--- src/rtl/zpu_wb_pkg.sv ---
// Shared definitions for zpu Wishbone slaves: register indices, CTRL bit
// positions, the decoded request bundle and byte-lane merging.
package zpu_wb_pkg;

    // Word index of each register (byte offset / 4)
    localparam logic [2:0] REG_CTRL     = 3'd0;
    localparam logic [2:0] REG_PRESCALE = 3'd1;
    localparam logic [2:0] REG_LOAD     = 3'd2;
    localparam logic [2:0] REG_COUNT    = 3'd3;
    localparam logic [2:0] REG_STATUS   = 3'd4;

    localparam int CTRL_EN     = 0;
    localparam int CTRL_RELOAD = 1;
    localparam int CTRL_IRQ_EN = 2;
    localparam int CTRL_W      = 3;

    // Request presented to the register logic in the accept cycle
    typedef struct packed {
        logic        we;
        logic [2:0]  idx;
        logic [3:0]  sel;
        logic [31:0] wdata;
    } wb_req_t;

    // Replace the byte lanes of old_val selected by sel with those of new_val
    function automatic logic [31:0] merge_lanes(input logic [31:0] old_val,
                                                input logic [31:0] new_val,
                                                input logic [3:0]  sel);
        logic [31:0] r;
        for (int i = 0; i < 4; i++) begin
            r[8*i +: 8] = sel[i] ? new_val[8*i +: 8] : old_val[8*i +: 8];
        end
        return r;
    endfunction

endpackage

--- src/rtl/zpu_wb_slave_if.sv ---
// Pipelined Wishbone slave front end: address decode, single-cycle ack and
// registered read data. Never stalls; one request accepted per clock.
module zpu_wb_slave_if
    import zpu_wb_pkg::*;
#(
    parameter logic [31:0] BASE_ADR = 32'h0800_0000,
    parameter logic [31:0] ADR_MASK = 32'hFFFF_FFE0
) (
    input  logic        clk,
    input  logic        rst,
    input  logic [31:0] wb_adr,
    input  logic [31:0] wb_dat_i,
    output logic [31:0] wb_dat_o,
    input  logic [3:0]  wb_sel,
    input  logic        wb_we,
    input  logic        wb_cyc,
    input  logic        wb_stb,
    output logic        wb_ack,
    output logic        wb_stall,
    output logic        req_valid,
    output wb_req_t     req,
    input  logic [31:0] rd_data
);

    logic        ack_q, ack_d;
    logic [31:0] dat_q, dat_d;

    // Decode the current bus request and prepare the ack/read-data response
    always_comb begin
        req_valid = wb_cyc & wb_stb & ((wb_adr & ADR_MASK) == (BASE_ADR & ADR_MASK));
        req.we    = wb_we;
        req.idx   = wb_adr[4:2];
        req.sel   = wb_sel;
        req.wdata = wb_dat_i;
        ack_d     = req_valid;
        // Data bus idles at zero between acks and on write acks
        dat_d     = (req_valid & ~wb_we) ? rd_data : '0;
    end

    // Response registers; reset drops any ack still in flight
    always_ff @(posedge clk) begin
        if (rst) begin
            ack_q <= 1'b0;
            dat_q <= '0;
        end else begin
            ack_q <= ack_d;
            dat_q <= dat_d;
        end
    end

    assign wb_ack   = ack_q;
    assign wb_dat_o = dat_q;
    assign wb_stall = 1'b0;

endmodule

--- src/rtl/zpu_wb_timer.sv ---
// Prescaled 32-bit down-counter timer on the zpu Wishbone bus, with one-shot
// and auto-reload modes and a level interrupt for zpu_core interrupt[0].
module zpu_wb_timer
    import zpu_wb_pkg::*;
#(
    parameter logic [31:0] BASE_ADR   = 32'h0800_0000,
    parameter logic [31:0] ADR_MASK   = 32'hFFFF_FFE0,
    parameter int          PRESCALE_W = 16
) (
    input  logic        clk,
    input  logic        rst,
    input  logic [31:0] wb_adr,
    input  logic [31:0] wb_dat_i,
    output logic [31:0] wb_dat_o,
    input  logic [3:0]  wb_sel,
    input  logic        wb_we,
    input  logic        wb_cyc,
    input  logic        wb_stb,
    output logic        wb_ack,
    output logic        wb_stall,
    output logic        irq
);

    logic                  req_valid;
    wb_req_t               req;
    logic [31:0]           rd_data;

    logic [CTRL_W-1:0]     ctrl_q, ctrl_d;
    logic [PRESCALE_W-1:0] prescale_q, prescale_d;
    logic [PRESCALE_W-1:0] pcnt_q, pcnt_d;
    logic [31:0]           load_q, load_d;
    logic [31:0]           count_q, count_d;
    logic                  pending_q, pending_d;
    logic                  irq_q, irq_d;

    logic                  tick;
    logic                  wr_en;
    logic [31:0]           wr_merged;

    zpu_wb_slave_if #(
        .BASE_ADR (BASE_ADR),
        .ADR_MASK (ADR_MASK)
    ) u_slave_if (
        .clk       (clk),
        .rst       (rst),
        .wb_adr    (wb_adr),
        .wb_dat_i  (wb_dat_i),
        .wb_dat_o  (wb_dat_o),
        .wb_sel    (wb_sel),
        .wb_we     (wb_we),
        .wb_cyc    (wb_cyc),
        .wb_stb    (wb_stb),
        .wb_ack    (wb_ack),
        .wb_stall  (wb_stall),
        .req_valid (req_valid),
        .req       (req),
        .rd_data   (rd_data)
    );

    // Current contents of the addressed register; also the base for lane merges
    always_comb begin
        rd_data = '0;
        case (req.idx)
            REG_CTRL:     rd_data = 32'(ctrl_q);
            REG_PRESCALE: rd_data = 32'(prescale_q);
            REG_LOAD:     rd_data = load_q;
            REG_COUNT:    rd_data = count_q;
            REG_STATUS:   rd_data = 32'(pending_q);
            default:      rd_data = '0;
        endcase
    end

    // Timer next state; bus writes are applied last so they win over tick effects
    always_comb begin
        tick       = ctrl_q[CTRL_EN] && (pcnt_q == prescale_q);
        wr_en      = req_valid & req.we;
        wr_merged  = merge_lanes(rd_data, req.wdata, req.sel);

        ctrl_d     = ctrl_q;
        prescale_d = prescale_q;
        load_d     = load_q;
        count_d    = count_q;
        pending_d  = pending_q;
        pcnt_d     = (ctrl_q[CTRL_EN] && !tick) ? pcnt_q + PRESCALE_W'(1) : '0;
        irq_d      = pending_q & ctrl_q[CTRL_IRQ_EN];

        // W1C is evaluated before expiry so a same-cycle expiry keeps PENDING set
        if (wr_en && req.idx == REG_STATUS && req.sel[0] && req.wdata[0]) begin
            pending_d = 1'b0;
        end

        if (tick) begin
            if (count_q != '0) begin
                count_d = count_q - 32'd1;
            end else begin
                pending_d = 1'b1;
                if (ctrl_q[CTRL_RELOAD]) begin
                    count_d = load_q;
                end else begin
                    ctrl_d[CTRL_EN] = 1'b0;
                end
            end
        end

        if (wr_en) begin
            case (req.idx)
                REG_CTRL: begin
                    ctrl_d = wr_merged[CTRL_W-1:0];
                    if (!ctrl_q[CTRL_EN] && wr_merged[CTRL_EN]) begin
                        pcnt_d = '0;
                    end
                end
                REG_PRESCALE: prescale_d = wr_merged[PRESCALE_W-1:0];
                REG_LOAD: begin
                    load_d  = wr_merged;
                    count_d = wr_merged;
                end
                default: ;
            endcase
        end
    end

    // Timer state registers
    always_ff @(posedge clk) begin
        if (rst) begin
            ctrl_q     <= '0;
            prescale_q <= '0;
            pcnt_q     <= '0;
            load_q     <= '0;
            count_q    <= '0;
            pending_q  <= 1'b0;
            irq_q      <= 1'b0;
        end else begin
            ctrl_q     <= ctrl_d;
            prescale_q <= prescale_d;
            pcnt_q     <= pcnt_d;
            load_q     <= load_d;
            count_q    <= count_d;
            pending_q  <= pending_d;
            irq_q      <= irq_d;
        end
    end

    assign irq = irq_q;

endmodule

--- config.mk ---
export PLATFORM = sky130hd
export DESIGN_NAME = zpu_wb_timer
export DESIGN_NICKNAME = d
export VERILOG_FILES = /design/src/rtl/zpu_wb_pkg.sv /design/src/rtl/zpu_wb_slave_if.sv /design/src/rtl/zpu_wb_timer.sv
export SDC_FILE = /design/constraint.sdc
export NUM_CORES = 1
export LEC_CHECK = 0
export ABC_AREA = 1
export ABC_CLOCK_PERIOD_IN_PS = 1900
export CAP_MARGIN = 20
export CORE_MARGIN = 1.5
export CORE_UTILIZATION = 45
export DETAILED_ROUTE_END_ITERATION = 16
export GPL_TIMING_DRIVEN = 0
export PLACE_DENSITY = 0.76
export SYNTH_ARGS = -nofsm -noshare
export SYNTH_HDL_FRONTEND = slang
export SYNTH_SLANG_ARGS = --single-unit
--- constraint.sdc ---
create_clock -name clk -period 1.9 [get_ports clk]
set_input_delay 0.38 -clock clk [delete_from_list [all_inputs] [get_ports clk]]
set_output_delay 0.38 -clock clk [all_outputs]
set_load 0.01 [all_outputs]
# ---- Yosys cells after proc, flatten, opt, wreduce, memory -nomap -nowiden
# Cells that the tools add are included.
# W data, S select, Z words.
dict set report totals {
  word_cells 61
  register_bits 134
  out_inout_bits 35
}
dict set report op_classes {
  addsub 2
  n_eq_ne 6
  bitwise_logic 7
  n_mux 22
  n_reduce_logical 14
}
# operator count
set op_table {}
lappend op_table {{$mux W32} 5}
lappend op_table {{$pmux W32 S5} 1}
lappend op_table {{$mux W16} 4}
lappend op_table {{$mux W8} 4}
lappend op_table {{$reduce_bool A32 Y1} 1}
lappend op_table {{$sub A32 B1 Y32 const B} 1}
lappend op_table {{$eq A27 B23 Y1 const B} 1}
lappend op_table {{$add A16 B1 Y16 const B} 1}
lappend op_table {{$eq A16 B16 Y1} 1}
lappend op_table {{$mux W1} 8}
lappend op_table {{$eq A3 B2 Y1 const B} 2}
lappend op_table {{$logic_and A1 B1 Y1} 6}
lappend op_table {{$reduce_and A2 Y1} 3}
lappend op_table {{$and A1 B1 Y1} 5}
lappend op_table {{$eq A3 B1 Y1 const B} 1}
lappend op_table {{$eq A3 B3 Y1 const B} 1}
lappend op_table {{$logic_not A3 Y1} 1}
lappend op_table {{$logic_not A1 Y1} 2}
lappend op_table {{$not A1 Y1} 2}
lappend op_table {{$reduce_or A2 Y1} 1}

# ---- Depth between registers and ports, before layout
dict set report logic_depth {
  depth_word 9
  ltp_mapped 14
  depth_no_buf 14
}

# ---- Hierarchy
# Synthesis repeated with hierarchy kept, for this count alone.
dict set report unflattened {
  hier_cells 1365
  area_unflattened_um2 8384.3
}
# mod cells_each seq_area_each_um2 area_each_um2 instances
set by_module_without_submodules {}
lappend by_module_without_submodules {zpu_wb_timer 1189 2021.9 6912.9 1}
lappend by_module_without_submodules {zpu_wb_slave_if 176 660.6 1471.4 1}

# ---- Worst setup path before layout
# Ideal clock, no wire load.
dict set report synth_timing {
  kind {input to register}
  startpoint {in wb_adr[10]}
  endpoint {reg prescale_q[5]}
  path_stages 9
  n_path_buf 1
  arrival_ps 1549
  required_ps 1784
  setup_slack_ps 236
  setup_time_ps 116
  cell_sequence {nor4_1 nand3_1 nor2_2 nand2_1 nor2_4 inv_1 buf_4 nor2_1 nor2_1}
}
dict set report synth_via {
  elab_chain_cells 4
}
# element line
set synth_rtl {}
lappend synth_rtl {{from (decl)} zpu_wb_timer.sv:12} ;# input logic [31:0] wb_adr,
lappend synth_rtl {{$eq A27 B23 Y1} zpu_wb_slave_if.sv:30} ;# req_valid = wb_cyc & wb_stb & ((wb_adr & ADR_MASK) == (BASE_ADR & ADR_MASK));
lappend synth_rtl {{$and A1 B1 Y1} zpu_wb_slave_if.sv:30}
lappend synth_rtl {{$and A1 B1 Y1} zpu_wb_timer.sv:76} ;# wr_en = req_valid & req.we;
lappend synth_rtl {{$reduce_and A2 Y1 (no source line)} --}
lappend synth_rtl {{to (signal assigned)} zpu_wb_timer.sv:135} ;# prescale_q <= prescale_d;
lappend synth_rtl {{to (decl)} zpu_wb_timer.sv:29} ;# logic [PRESCALE_W-1:0] prescale_q, prescale_d;
# No other way between the ends.
# A chain may end at the register's enable or synchronous reset.

# ---- Final worst setup path
dict set report layout_timing {
  startpoint {in wb_adr[28]}
  endpoint {reg count_q[5]}
}
dict set report layout_via {
  elab_chain_cells 4
}
# element line
set layout_rtl {}
lappend layout_rtl {{$eq A27 B23 Y1} zpu_wb_slave_if.sv:30}
lappend layout_rtl {{$and A1 B1 Y1} zpu_wb_slave_if.sv:30}
lappend layout_rtl {{$and A1 B1 Y1} zpu_wb_timer.sv:76}
lappend layout_rtl {{$mux W32} zpu_wb_timer.sv:105} ;# if (wr_en) begin
lappend layout_rtl {{to (signal assigned)} zpu_wb_timer.sv:138} ;# count_q <= count_d;
lappend layout_rtl {{to (decl)} zpu_wb_timer.sv:32} ;# logic [31:0] count_q, count_d;
# No other way between the ends.

==> flow_metrics.py <==
metrics = {
    "status": {
        "status": "completed",
    },
    "global_route": {
        "grt_pass1_vias": 8501,
        "grt_overflow": 0,
        "antenna_found_initial": 0,
        "grt.total_usage": 0.285,
        "grt_pass1_wl_um": 40800,
        "grt_max_degree": 17,
    },
    "synth": {
        "synth-main-ff-cell": "dfxtp_1",
        "synth_cell_types": 36,
        "yosysSeqAreaShare": 0.350,
        "synth_area_um2": 7670,
        "syn_avg_cell_area_um2": 6.06,
        "synth_top_area_cell": "dfxtp_1",
        "synth_top_area_share": 0.350,
        "synth.yosys.warnings": 0,
        "synthTopCellsByArea": "dfxtp_1, nand2_1, nor2_1",
        "synth_edf_count": 0,
        "yosysMostFrequentCell": "nand2_1",
        "syn_inst": 1267,
        "synth.ff_latch_count": 134,
        "async_flop_share": 0,
        "syn_nets": 1343,
        "yosys-top-cells-count": "nand2_1, nor2_1, dfxtp_1, inv_1, o21ai_0",
    },
    "run": {
        "maxCapViolations": 0,
    },
    "drt": {
        "wl_per_cell_um": 15.4,
        "dr.first_iter.drc_count": 708,
        "route.detailed.drc": 0,
        "dr_total_vias": 8796,
        "routed_wirelength_um": 25300,
        "via_per_inst": 5.35,
        "dr.pass1.iters": 6,
        "drt.antenna.violating_nets": 0,
    },
    "floorplan": {
        "ios": 108,
        "die_height_um": 134,
        "die_x_um": 134,
        "start_util": 0.461,
        "core-area_um2": 16600,
        "die_area_um2": 17800,
        "fp-row-count": 47,
    },
    "power_and_ir_drop": {
        "pwr-share-clk": 0.520,
        "p_int_mw": 4.97,
        "p_leak_nw": 4.46,
        "p_per_area_nw_per_um2": 635,
        "vdd_drop_max_mv": 0.753,
        "p_switching_mw": 1.57,
        "swShare": 0.240,
        "seq_power_share": 0.429,
        "comb_power_share": 0.051,
    },
    "placed_design": {
        "io_buffers": 103,
        "place.gp.congestion": 0.981,
        "place_hpwl_um": 18700,
    },
    "timing": {
        "skew_ns": 0.0126,
        "rsz0062_at_grt": "true",
        "setup_viol": 0,
        "final_max_slew_viol_count": 0,
        "tightest_slew_ns": 0.646,
        "relSlewSlack": 0.569,
        "final_hold_viol_count": 0,
        "period_share": 0.952,
        "whs_ns": 0.337,
        "max_freq_mhz": 553,
        "layout_min_cycle_time_ns": 1.81,
    },
    "worst_setup_path": {
        "end_kind": "flip-flop",
        "worstPathArrival_ns": 2.18,
        "critPathLaunchType": "input pin",
        "critPathMaxFanout": 7,
        "critPathKind": "input pin to flip-flop",
        "required_ns": 2.27,
    },
    "layout": {
        "drive_gt1_frac": 0.163,
        "fin_nets": 1487,
        "post-route-util": 0.619,
        "diodes": 0,
        "fill_cells": 1575,
        "syn_to_final_growth_pct": 34.2,
    },
    "cts": {
        "clk-insertion-delay-late_ns": 0.45,
        "root_buffer": "clkbuf_16",
        "clk_pin_slew_worst_paths_ns": 0.06,
        "cts_sinks": 134,
        "htreeDepth": 4,
        "tritoncts": "built",
        "cts_max_path_buffers": 2,
        "numCtsBuffers": 17,
    },
    "min_path": {
        "hp-class": "input pin to flip-flop",
    },
}
==> layout by cell type, fill, tap and decap left out, types with 4 or more instances in the layout <==
| cell | count |
|---|---|
| nand3_1 | 46 |
| buf_8 | 4 |
| clkbuf_2 | 8 |
| nor3_1 | 10 |
| buf_4 | 26 |
| o21ai_1 | 15 |
| inv_2 | 25 |
| inv_1 | 78 |
| clkbuf_16 | 18 |
| nor2_1 | 184 |
| o221ai_1 | 8 |
| nand2_1 | 420 |
| inv_6 | 6 |
| a21oi_2 | 13 |
| nand3_2 | 7 |
| buf_6 | 4 |
| nand4_1 | 13 |
| clkdlybuf4s50_1 | 82 |
| nor2_2 | 17 |
| clkbuf_1 | 16 |
| nor4_2 | 5 |
| nand2_2 | 20 |
| a22oi_1 | 16 |
| xor2_1 | 16 |
| dfxtp_2 | 18 |
| dfxtp_1 | 114 |
| dlymetal6s2s_1 | 18 |
| a21oi_1 | 62 |
| o21ai_0 | 76 |
| nor2_4 | 15 |
| buf_2 | 14 |
==> power groups by stage <==
stage | combinational (mW) | clock [mW] | sequential (mW)
final | 0.332 | 3.40 | 2.81
after floorplan | 0.106 | 0 | 2.87
after CTS | 0.324 | 3.40 | 2.81
after global placement | 0.312 | 0 | 2.87
after detailed placement | 0.316 | 0 | 2.87
after global routing | 0.358 | 3.53 | 2.80
==> timing repair <==
item	CTS	global route
endpoints found under the hold margin	0	0
buffers inserted	10	12
endpoints found under the setup margin	107	118
pin swaps	10	22
cloned	0	1
hold buffers	0	0
gates resized for setup	33	165
==> path summary, 6_finish.rpt <==
kind | to | cells after the start | slack, ns | startpoint
worst max-delay path | count_q[5]$_SDFF_PP0_ | 11 | 0.09 | wb_adr[28]
worst min-delay path | u_slave_if.wb_ack$_SDFF_PP0_ | 4 | 0.34 | wb_adr[10]
worst max register to register | count_q[18]$_SDFF_PP0_ | 12 | 0.11 | pcnt_q[4]$_SDFF_PP0_
worst min register to register | pcnt_q[0]$_SDFF_PP0_ | 1 | 0.47 | pcnt_q[0]$_SDFF_PP0_
==> area by class of cell <==
cell class                 instances  area, µm²  share of cell area
clock buffer                      18        439              0.0426
inverter                         107        417              0.0405
timing repair buffer             126       1290               0.125
tap                              220        275              0.0267
buffer                            54        335              0.0326
multi-input combinational        971       4670               0.453
clock inverter                    14        163              0.0158
sequential                       134       2710               0.263
==> per-layer routing <==
metal,vias to the layer above,global-route usage,part of all wire
li1,4339,-,-
met1,4040,0.347,0.41
met2,362,0.491,0.48
met3,55,0.0491,0.069
met4,0,0.130,0.034
met5,-,0,0
==> state kept, by name (all words and copies together), names as in the netlist <==
name                 count
ctrl_q                   3
load_q                  32
u_slave_if.wb_dat_o     32
count_q                 32
u_slave_if.wb_ack        1
prescale_q              16
irq                      1
pending_q                1
pcnt_q                  16
==> through the flow <==
stage          power, mW  cell area (µm²)  TNS, ns  setup slack [ns]  instances
6_report            6.54            10300        0            0.0909       1644
4_1_cts             6.53             9750  -0.0109          -0.00612       1631
3_5_place_dp        3.19             8980   -67.36            -0.774       1590
2_1_floorplan       2.98             7670        0             0.236       1267
5_1_grt             6.69            10300   -0.275           -0.0682       1644
3_3_place_gp        3.18             8980   -64.33            -0.749       1590
==> kinds of logic (layout without fill, tap and decap cells) <==
| logic type | Yosys count | count (layout) | share of synthesized area |
|---|---|---|---|
| adder cells (fa/ha/maj) | 3 | 3 | 0.00489 |
| AO/OA/AOI/OAI | 202 | 202 | 0.145 |
| other | 1 | 1 | 0.000489 |
| buffers and inverters | 162 | 319 | 0.0884 |
| flip-flops | 134 | 134 | 0.350 |
| AND/OR/NAND/NOR | 747 | 747 | 0.391 |
| XOR/XNOR | 18 | 18 | 0.0205 |
==> critical path: stages <==
cell and delay (ns):
clkdlybuf4s50_1 0.44, nor4_2 0.22, nand3b_1 0.17, nor2_4 0.13
buf_4 0.13, nand3_4 0.11, inv_4 0.11, buf_8 0.13
buf_12 0.13, nand2_1 0.09, a21oi_1 0.13
Note: power is estimated with default switching activity, not from simulation.
